<file path="src/rtl/hypot_pkg.sv">
`default_nettype none
// ============================================================================
// Module   : hypot_pkg
// Brief    : Shared types and constants for the hypot_sched block.
// Revision : 1.0 - initial release
// ============================================================================
package hypot_pkg;

  localparam int unsigned c_default_width = 8;

  typedef enum logic [2:0] {
    ST_IDLE = 3'd0,
    ST_SQX  = 3'd1,
    ST_SQY  = 3'd2,
    ST_ROOT = 3'd3,
    ST_DONE = 3'd4
  } state_t;

  typedef logic req_id_t;

endpackage
`default_nettype wire

</file>
<file path="src/rtl/hypot_engine.sv">
`default_nettype none
// ============================================================================
// Module   : hypot_engine
// Brief    : Bit-serial x^2+y^2 accumulate and restoring square root datapath.
// Revision : 1.0 - initial release
// ============================================================================
module hypot_engine
  import hypot_pkg::*;
#(
  parameter int WIDTH = c_default_width
) (
  input  logic             clk,
  input  logic             rst_n,
  input  logic             ena,
  input  logic             start,
  input  logic [WIDTH-1:0] x,
  input  logic [WIDTH-1:0] y,
  input  state_t           state,
  output logic             last,
  output logic [WIDTH:0]   mag
);

  localparam int c_cw = $clog2(WIDTH + 1);
  localparam int c_sw = 2 * WIDTH + 1;
  // Remainder never exceeds 2*root, so WIDTH+2 bits suffice.
  localparam int c_rw = WIDTH + 2;
  localparam logic [c_cw-1:0] c_sq_last   = c_cw'(WIDTH - 1);
  localparam logic [c_cw-1:0] c_root_last = c_cw'(WIDTH);

  logic [c_cw-1:0]    r_cnt;
  logic [WIDTH-1:0]   r_mult;
  logic [WIDTH-1:0]   r_y;
  logic [2*WIDTH-1:0] r_mcand;
  logic [c_sw-1:0]    r_sum;
  logic [c_rw-1:0]    r_rem;
  logic [WIDTH:0]     r_root;
  logic [WIDTH:0]     r_mag;

  logic [c_sw-1:0]    w_sum_add;
  logic [1:0]         w_pair;
  logic [c_rw+1:0]    w_rem_sh;
  logic [c_rw+1:0]    w_trial;
  logic [c_rw+1:0]    w_diff;
  logic [c_rw-1:0]    w_rem_next;
  logic [WIDTH:0]     w_root_next;

  assign last      = (state == ST_ROOT) ? (r_cnt == c_root_last) : (r_cnt == c_sq_last);
  assign mag       = r_mag;
  assign w_sum_add = r_mult[0] ? r_sum + c_sw'(r_mcand) : r_sum;

  // The odd-width sum is consumed as a lone top bit first, then in pairs.
  always_comb begin
    w_pair   = (r_cnt == '0) ? {1'b0, r_sum[c_sw-1]} : r_sum[c_sw-1:c_sw-2];
    w_rem_sh = {r_rem, w_pair};
    w_trial  = (c_rw + 2)'({r_root, 2'b01});
    w_diff   = w_rem_sh - w_trial;
    if (w_rem_sh >= w_trial) begin
      w_rem_next  = c_rw'(w_diff);
      w_root_next = (WIDTH + 1)'({r_root, 1'b1});
    end else begin
      w_rem_next  = c_rw'(w_rem_sh);
      w_root_next = (WIDTH + 1)'({r_root, 1'b0});
    end
  end

  always_ff @(posedge clk or negedge rst_n) begin
    if (!rst_n) begin
      r_cnt   <= '0;
      r_mult  <= '0;
      r_y     <= '0;
      r_mcand <= '0;
      r_sum   <= '0;
      r_rem   <= '0;
      r_root  <= '0;
      r_mag   <= '0;
    end else if (ena) begin
      if (start) begin
        r_cnt   <= '0;
        r_mult  <= x;
        r_mcand <= (2 * WIDTH)'(x);
        r_y     <= y;
        r_sum   <= '0;
        r_rem   <= '0;
        r_root  <= '0;
      end else begin
        case (state)
          ST_SQX, ST_SQY: begin
            r_sum <= w_sum_add;
            if (last) begin
              r_cnt   <= '0;
              r_mult  <= r_y;
              r_mcand <= (2 * WIDTH)'(r_y);
            end else begin
              r_cnt   <= r_cnt + c_cw'(1);
              r_mult  <= r_mult >> 1;
              r_mcand <= r_mcand << 1;
            end
          end
          ST_ROOT: begin
            r_rem  <= w_rem_next;
            r_root <= w_root_next;
            r_sum  <= (r_cnt == '0) ? (r_sum << 1) : (r_sum << 2);
            if (last) begin
              r_cnt <= '0;
              r_mag <= w_root_next;
            end else begin
              r_cnt <= r_cnt + c_cw'(1);
            end
          end
          default: ;
        endcase
      end
    end
  end

endmodule
`default_nettype wire

</file>
<file path="src/rtl/hypot_sched.sv">
`default_nettype none
// ============================================================================
// Module   : hypot_sched
// Brief    : Two-requester arbiter and FSM sharing one floor(sqrt(x^2+y^2)) engine.
// Config   : HYPOT_RR_ARB_EN - round-robin grant (default: requester 0 priority).
// Revision : 1.0 - initial release
// ============================================================================
module hypot_sched
  import hypot_pkg::*;
#(
  parameter int WIDTH = c_default_width
) (
  input  logic             clk,
  input  logic             rst_n,
  input  logic             ena,
  input  logic             req0_valid,
  input  logic [WIDTH-1:0] req0_x,
  input  logic [WIDTH-1:0] req0_y,
  output logic             req0_ready,
  input  logic             req1_valid,
  input  logic [WIDTH-1:0] req1_x,
  input  logic [WIDTH-1:0] req1_y,
  output logic             req1_ready,
  output logic             rsp_valid,
  input  logic             rsp_ready,
  output logic             rsp_id,
  output logic [WIDTH:0]   rsp_mag,
  output logic             busy
);

  state_t  r_state;
  state_t  w_state_next;
  req_id_t r_id;
  req_id_t w_grant;
  logic    w_accept;
  logic    w_last;

`ifdef HYPOT_RR_ARB_EN
  req_id_t r_ptr;

  always_comb begin
    if (req0_valid && req1_valid) w_grant = r_ptr;
    else                          w_grant = req0_valid ? 1'b0 : 1'b1;
  end

  always_ff @(posedge clk or negedge rst_n) begin
    if (!rst_n)        r_ptr <= 1'b0;
    else if (w_accept) r_ptr <= ~w_grant;
  end
`else
  assign w_grant = req0_valid ? 1'b0 : 1'b1;
`endif

  always_comb begin
    w_state_next = r_state;
    req0_ready   = 1'b0;
    req1_ready   = 1'b0;
    w_accept     = 1'b0;
    case (r_state)
      ST_IDLE: begin
        if (ena) begin
          req0_ready = req0_valid && (w_grant == 1'b0);
          req1_ready = req1_valid && (w_grant == 1'b1);
        end
        w_accept = req0_ready || req1_ready;
        if (w_accept) w_state_next = ST_SQX;
      end
      ST_SQX:  if (w_last) w_state_next = ST_SQY;
      ST_SQY:  if (w_last) w_state_next = ST_ROOT;
      ST_ROOT: if (w_last) w_state_next = ST_DONE;
      ST_DONE: if (rsp_ready) w_state_next = ST_IDLE;
      default: w_state_next = ST_IDLE;
    endcase
  end

  // ena gates every state update, which also masks a pending rsp handshake.
  always_ff @(posedge clk or negedge rst_n) begin
    if (!rst_n) begin
      r_state <= ST_IDLE;
      r_id    <= 1'b0;
    end else if (ena) begin
      r_state <= w_state_next;
      if (w_accept) r_id <= req1_ready;
    end
  end

  assign rsp_valid = (r_state == ST_DONE);
  assign busy      = (r_state != ST_IDLE);
  assign rsp_id    = r_id;

  hypot_engine #(
    .WIDTH (WIDTH)
  ) u_engine (
    .clk   (clk),
    .rst_n (rst_n),
    .ena   (ena),
    .start (w_accept),
    .x     (req1_ready ? req1_x : req0_x),
    .y     (req1_ready ? req1_y : req0_y),
    .state (r_state),
    .last  (w_last),
    .mag   (rsp_mag)
  );

endmodule
`default_nettype wire

</file>
<file path="config.mk">
export PLATFORM = sky130hd
export DESIGN_NAME = hypot_sched
export DESIGN_NICKNAME = d
export VERILOG_FILES = /design/src/rtl/hypot_pkg.sv /design/src/rtl/hypot_engine.sv /design/src/rtl/hypot_sched.sv
export SDC_FILE = /design/constraint.sdc
export NUM_CORES = 1
export LEC_CHECK = 0
export CORE_MARGIN = 5
export CORE_UTILIZATION = 62
export DETAILED_ROUTE_END_ITERATION = 16
export PLACE_DENSITY = 0.84
export SLEW_MARGIN = 5
export SYNTH_ARGS = -nofsm -noshare
export SYNTH_HDL_FRONTEND = slang
export SYNTH_SLANG_ARGS = --single-unit
</file>
<file path="constraint.sdc">
create_clock -name clk -period 5.98 [get_ports clk]
set_input_delay 1.495 -clock clk [delete_from_list [all_inputs] [get_ports clk]]
set_output_delay 1.495 -clock clk [all_outputs]
set_load 0.02 [all_outputs]
</file>
==> results of run 1 <==
cells by family (layout without fill, tap and decap cells):
family	count (synthesis)	in the layout	share of synthesized area
AO/OA/AOI/OAI	159	159	0.199
adder cells (fa/ha/maj)	30	30	0.0738
buffers and inverters	48	98	0.0371
multiplexers	50	50	0.0999
AND/OR/NAND/NOR	175	175	0.148
XOR/XNOR	19	19	0.0321
flip-flops	85	85	0.410
flip-flops by register name, indices dropped and copies added, names as in the netlist:
signal,flops
r_state,3
rsp_id,1
u_engine.mag,9
u_engine.r_cnt,4
u_engine.r_mcand,16
u_engine.r_mult,8
u_engine.r_rem,10
u_engine.r_root,9
u_engine.r_sum,17
u_engine.r_y,8
placed cells by master, fill, tap and decap left out, types with 3 or more instances in the layout:
cell type,instances
o211ai_1,5
nor2_1,40
o22ai_1,6
xnor2_1,10
o221ai_1,5
ha_1,29
a31oi_1,3
nor2b_1,4
and2_1,3
o21ai_1,3
inv_1,23
o21ai_0,49
a211oi_1,4
nand2b_1,6
and3_1,3
mux2i_1,36
a22o_1,7
clkbuf_8,10
or3_1,5
nand2_1,85
a21o_1,8
nor2_2,3
a21oi_1,41
dfrtp_1,85
mux2_2,14
clkdlybuf4s50_1,50
nand3_1,19
xor2_1,9
o21a_1,5
buf_4,9
per-layer routing:
metal	wire, um	vias to the layer above	share of wire
li1	-	2105	-
met1	4950	2116	0.42
met2	6040	124	0.52
met3	482	23	0.041
met4	204	0	0.017
met5	0	-	0
final cells by class:
type	instances	area [um2]	share of cell area
Clock inverter	5	83.8	0.0139
Clock buffer	11	141	0.0235
Tap cell	105	131	0.0219
Sequential cell	85	2130	0.354
Multi-Input combinational cell	433	2870	0.478
Timing Repair Buffer	59	568	0.0945
Inverter	23	86.3	0.0144
report_power, final:
| group | switching [W] | internal, W |
|---|---|---|
| sequential | 0.000200 | 0.000790 |
| clock | 0.000216 | 0.000248 |
| combinational | 0.00104 | 0.000817 |
| total | 0.00146 | 0.00185 |
through the flow:
step,instance area [um2],total power [W],instances,utilization
2_1_floorplan,5190,0.00241,566,-
3_3_place_gp,5790,0.00272,705,0.708
3_5_place_dp,5790,0.00282,705,0.708
4_1_cts,6010,0.00330,721,0.735
5_1_grt,6010,0.00356,721,0.735
6_report,6010,0.00331,721,0.735
worst paths after layout:
path	from	to	slack [ps]	depth (start not counted)
min in group asynchronous	rst_n	u_engine.r_rem[6]	1300	1
worst max-delay path	ena	req1_ready	1020	6
worst min register to register	u_engine.r_y[2]	u_engine.r_y[2]	480	2
max in group asynchronous	rst_n	u_engine.r_sum[15]	3970	1
worst min-delay path	u_engine.r_y[2]	u_engine.r_y[2]	480	2
worst max register to register	u_engine.r_cnt[0]	u_engine.r_rem[6]	2900	14
tightest hold or removal path: stages (launching register included):
cell and delay [ps]:
dfrtp_1 330, nand2_1 60, o21ai_0 60
==> flow_metrics.tcl, run 1 <==
set metrics [dict create \
    maxCapViolCount 0 \
    yosysTopAreaCell "dfrtp_1" \
    synth_cell_type_count 55 \
    start_util 0.635 \
    worstSetupEndpointType "output port" \
    dieArea_um2 10300 \
    use_met2 0.425 \
    grt_max_degree 86 \
    cts_setup_buffers 0 \
    die_w_um 101 \
    final_nets 679 \
    setup-tns-final_ps 0 \
    grt-ovfl-total 0 \
    crit_buf_inv 4 \
    drcViolationCount 0 \
    synth_area_per_cell_um2 9.17 \
    min_period_ps 4960 \
    post_drt_wl_per_cell_um 16.2 \
    grt_pass1_vias 4333 \
    grt_antenna_before_repair 0 \
    hpwl_um 8330 \
    syn_inst 566 \
    fmax_mhz 202 \
    track_usage 0.239 \
    drive_above_1_share 0.0795 \
    row_count 33 \
    slew_headroom 0.289 \
    portBuffers 51 \
    routabilityCongestion 0.908 \
    synthTopCellsByArea "dfrtp_1 41%, ha_1 7.0%, mux2i_1 6.9%, nand2_1 6.2%, o21ai_0 4.7%" \
    synthTopCellsByCount "85 x dfrtp_1, 85 x nand2_1, 49 x o21ai_0" \
    hp-class "register to register" \
    via_per_inst 6.06 \
    synth_top_area_frac 0.410 \
    clockBufferDepth 2 \
    clock_latency_ps 360 \
    ys_seq_area_frac 0.410 \
    h-tree-depth 3 \
    slowest_stage "clkdlybuf4s50_1" \
    numCtsBuffers 9 \
    use_met3 0.0351 \
    met1_usage 0.297 \
    first_pass_iters 5 \
    crit_family "buffers and inverters" \
    synth-seq-cells 85 \
    setup_viol 0 \
    crit_path_max_incr_delay_ps 590 \
    maxSlewViolCount 0 \
    hold_viol 0 \
    tightest_slew_ps 1070 \
    coreArea_um2 8180 \
    busiest_layer "met2" \
    cts_hold_buf 0 \
    path_cells "clkdlybuf4s50_1 > nor2b_1 > nand3_1 > buf_4 > inv_1 > clkdlybuf4s50_1" \
    timing.final.crit_share 0.829 \
    ant_nets 0 \
    rsz0062_at_grt "false" \
    critPathKind "input port to output port" \
    async_flop_share 1.00 \
    cts.repair.resized 0 \
    ios 52 \
    area_growth_pct 15.9 \
    drt_iter0_drc 198 \
    cts_tree "built" \
    cts-root-buf "clkbuf_8" \
    cp_max_fo 18 \
    finClkSkew_ps 10.5 \
    synth_area_um2 5190 \
    peakVddDrop_v 0.000263 \
    grt_pass1_wl_um 20000 \
    fillers 590 \
    synth-edff-count 0 \
    status "finished clean" \
    ys.flop_type "dfrtp_1" \
    post-route-worst-setup-slack_ps 1020 \
    hold_ws_ps 481 \
    yosys_warnings 0 \
    crit_top_cell "clkdlybuf4s50_1" \
    die_y_um 101 \
    clk_pin_slew_ps 80 \
    crit_required_ps 4490 \
    p_per_area_nw_per_um2 551 \
    clock_sinks 85 \
    n_antenna_cell 0 \
    pre_cts_slack_ps 1040 \
    wl_um 11700 \
    p_leak_nw 2.82 \
    arrival_ps 3470 \
    vias 4368 \
    cp-start-kind "input port" \
    syn_nets 634 \
]
No activity file was read; power rests on OpenSTA's default activity.
==> run 2, diff against run 1 <==
- CORE_UTILIZATION: 62 -> 52
- PLACE_DENSITY: 0.84 -> 0.75
- clock period: 5.98 -> 4.29 ns (I/O delays scaled with it)
==> run 2 against run 1 <==
Clock power increased by 16%. Utilization fell by 12 points. Global-route usage is 3.5 points lower. Sequential share of layout area fell by 0.19 points. Clock-buffer cell count decreased by 1. Final area up 0.54%. First-iteration DRC count up 22%. Largest cell class unchanged. Highest routed layer unchanged. Wire length fell by 1.9%. Critical path depth decreased by 1. Register-to-register slack lost 1800 ps.
==> flow_metrics.tcl, run 2 (synthesis results as in run 1) <==
set metrics [dict create \
    status "finished clean" \
    min_period_ps 3740 \
    post_drt_wl_per_cell_um 15.2 \
    routabilityCongestion 0.856 \
    crit_top_cell "clkdlybuf4s50_1" \
    finClkSkew_ps 11.0 \
    hpwl_um 8430 \
    clkPwrFrac 0.120 \
    grt_max_degree 60 \
    cp-start-kind "input port" \
    drive_above_1_share 0.0886 \
    cts_setup_buffers 0 \
    post-route-worst-setup-slack_ps 552 \
    path_cells "clkdlybuf4s50_1 > nor2b_1 > nand3_1 > inv_1 > clkdlybuf4s50_1" \
    start_util 0.531 \
    dieArea_um2 12100 \
    ios 52 \
    worstSetupEndpointType "output port" \
    coreArea_um2 9770 \
    maxSlewViolCount 0 \
    r2r_end "u_engine.r_rem[2]" \
    final_nets 684 \
    p_sw_w 0.00201 \
    track_usage 0.204 \
    reg.largest.list "u_engine.r_sum: 17 flops, u_engine.r_mcand: 16 flops, u_engine.r_rem: 10 flops" \
    critPathKind "input port to output port" \
    grt_pass1_vias 4381 \
    crit_required_ps 3220 \
    die_y_um 110 \
    power_frac_comb 0.573 \
    power.share.sequential 0.308 \
    cts_tree "built" \
    hp-class "register to register" \
    pre_cts_slack_ps 558 \
    fmax_mhz 268 \
    crit_buf_inv 3 \
    slowest_stage "clkdlybuf4s50_1" \
    clock_sinks 85 \
    rsz0062_at_grt "false" \
    peakVddDrop_v 0.000282 \
    tightest_slew_ps 758 \
    hold_depth 2 \
    clock_latency_ps 360 \
    finalPower_w 0.00450 \
    top_register "u_engine.r_sum" \
    hold_ws_ps 485 \
    rr_worst_depth 14 \
    via_per_inst 5.76 \
    timing.final.crit_share 0.871 \
    p_per_area_nw_per_um2 745 \
    drt_iter0_drc 241 \
    die_w_um 110 \
    grt-ovfl-total 0 \
    n_antenna_cell 0 \
    setup_viol 0 \
    largest_reg_flops 17 \
    r2r_start "u_engine.r_cnt[0]" \
    slew_headroom 0.495 \
    cp_max_fo 4 \
    portBuffers 51 \
    cts-root-buf "clkbuf_8" \
    hold_end "u_engine.r_y[3]" \
    first_pass_iters 5 \
    wl_um 11500 \
    row_count 36 \
    layout_common_cells "85 x nand2_1, 85 x dfrtp_1, 50 x clkdlybuf4s50_1" \
    p_leak_nw 2.83 \
    vias 4346 \
    r2r_setup_slack_ps 1140 \
    area_growth_pct 16.5 \
    h-tree-depth 3 \
    setup-tns-final_ps 0 \
    drcViolationCount 0 \
    clockBufferDepth 2 \
    cts.repair.resized 0 \
    min-delay-start "u_engine.r_y[3]" \
    grt_pass1_wl_um 19900 \
    cts_hold_buf 0 \
    hold_viol 0 \
    numCtsBuffers 9 \
    switching_share 0.448 \
    p_int_w 0.00249 \
    fillers 862 \
    maxCapViolCount 0 \
    grt_antenna_before_repair 0 \
    arrival_ps 2670 \
    ant_nets 0 \
    crit_path_max_incr_delay_ps 610 \
    crit_family "buffers and inverters" \
    clk_pin_slew_ps 90 \
]
[run 2: changes by cell type in the layout (fill, tap and decap cells not counted), sizes merged]
| cell | delta |
|---|---|
| inv | +1 |
| clkinv | +3 |
| buf | +5 |
| clkbuf | -1 |
| bufinv | -2 |
| clkinvlp | -1 |
[run 2: how the worst max path moves through the flow]
stage	start	endpoint	cells after the start
floorplan	ena	req1_ready	6
global placement	ena	req1_ready	5
detailed placement	ena	req1_ready	5
CTS	ena	req1_ready	5
global route	ena	req1_ready	5
finish	ena	req1_ready	5
[run 2: through the flow]
step | util | instance area, um2 | instances
finish | 0.618 | 6040 | 754
global route | 0.618 | 6040 | 754
CTS | 0.618 | 6040 | 754
detailed placement | 0.599 | 5860 | 738
global placement | 0.599 | 5860 | 738
floorplan | - | 5190 | 566
[run 2: worst reg2reg max path, delay by kind of cell (launching register included)]
kind,cells,cell delay [ps]
buffers and inverters,3,580
AOI/OAI and AO/OA,4,640
DFF,1,450
and+or+nand+nor,4,700
muxes,1,210
adders and majority gates,2,450
[run 2: power by group through the flow]
| stage | Clock (W) | Sequential (W) | Combinational (W) |
|---|---|---|---|
| detailed placement | 0 | 0.00139 | 0.00256 |
| CTS | 0.000552 | 0.00138 | 0.00257 |
| floorplan | 0 | 0.00129 | 0.00206 |
| global placement | 0 | 0.00138 | 0.00246 |
| global route | 0.000580 | 0.00143 | 0.00289 |
| finish | 0.000538 | 0.00138 | 0.00258 |
[run 2: final cells by class]
cell class                      count  area [um2]  share of cell area
Sequential cell                    85        2130               0.352
Multi-Input combinational cell    433        2870               0.475
Clock inverter                      6        47.5             0.00787
Clock buffer                       10         138              0.0228
Timing Repair Buffer               64         606               0.100
Tap cell                          133         166              0.0275
Inverter                           23        86.3              0.0143
[run 2: per-layer routing]
layer,track usage,share of wire,up-vias
li1,-,-,2121
met1,0.245,0.44,2116
met2,0.370,0.51,93
met3,0.0288,0.035,16
met4,0.0703,0.016,0
met5,0,0,-
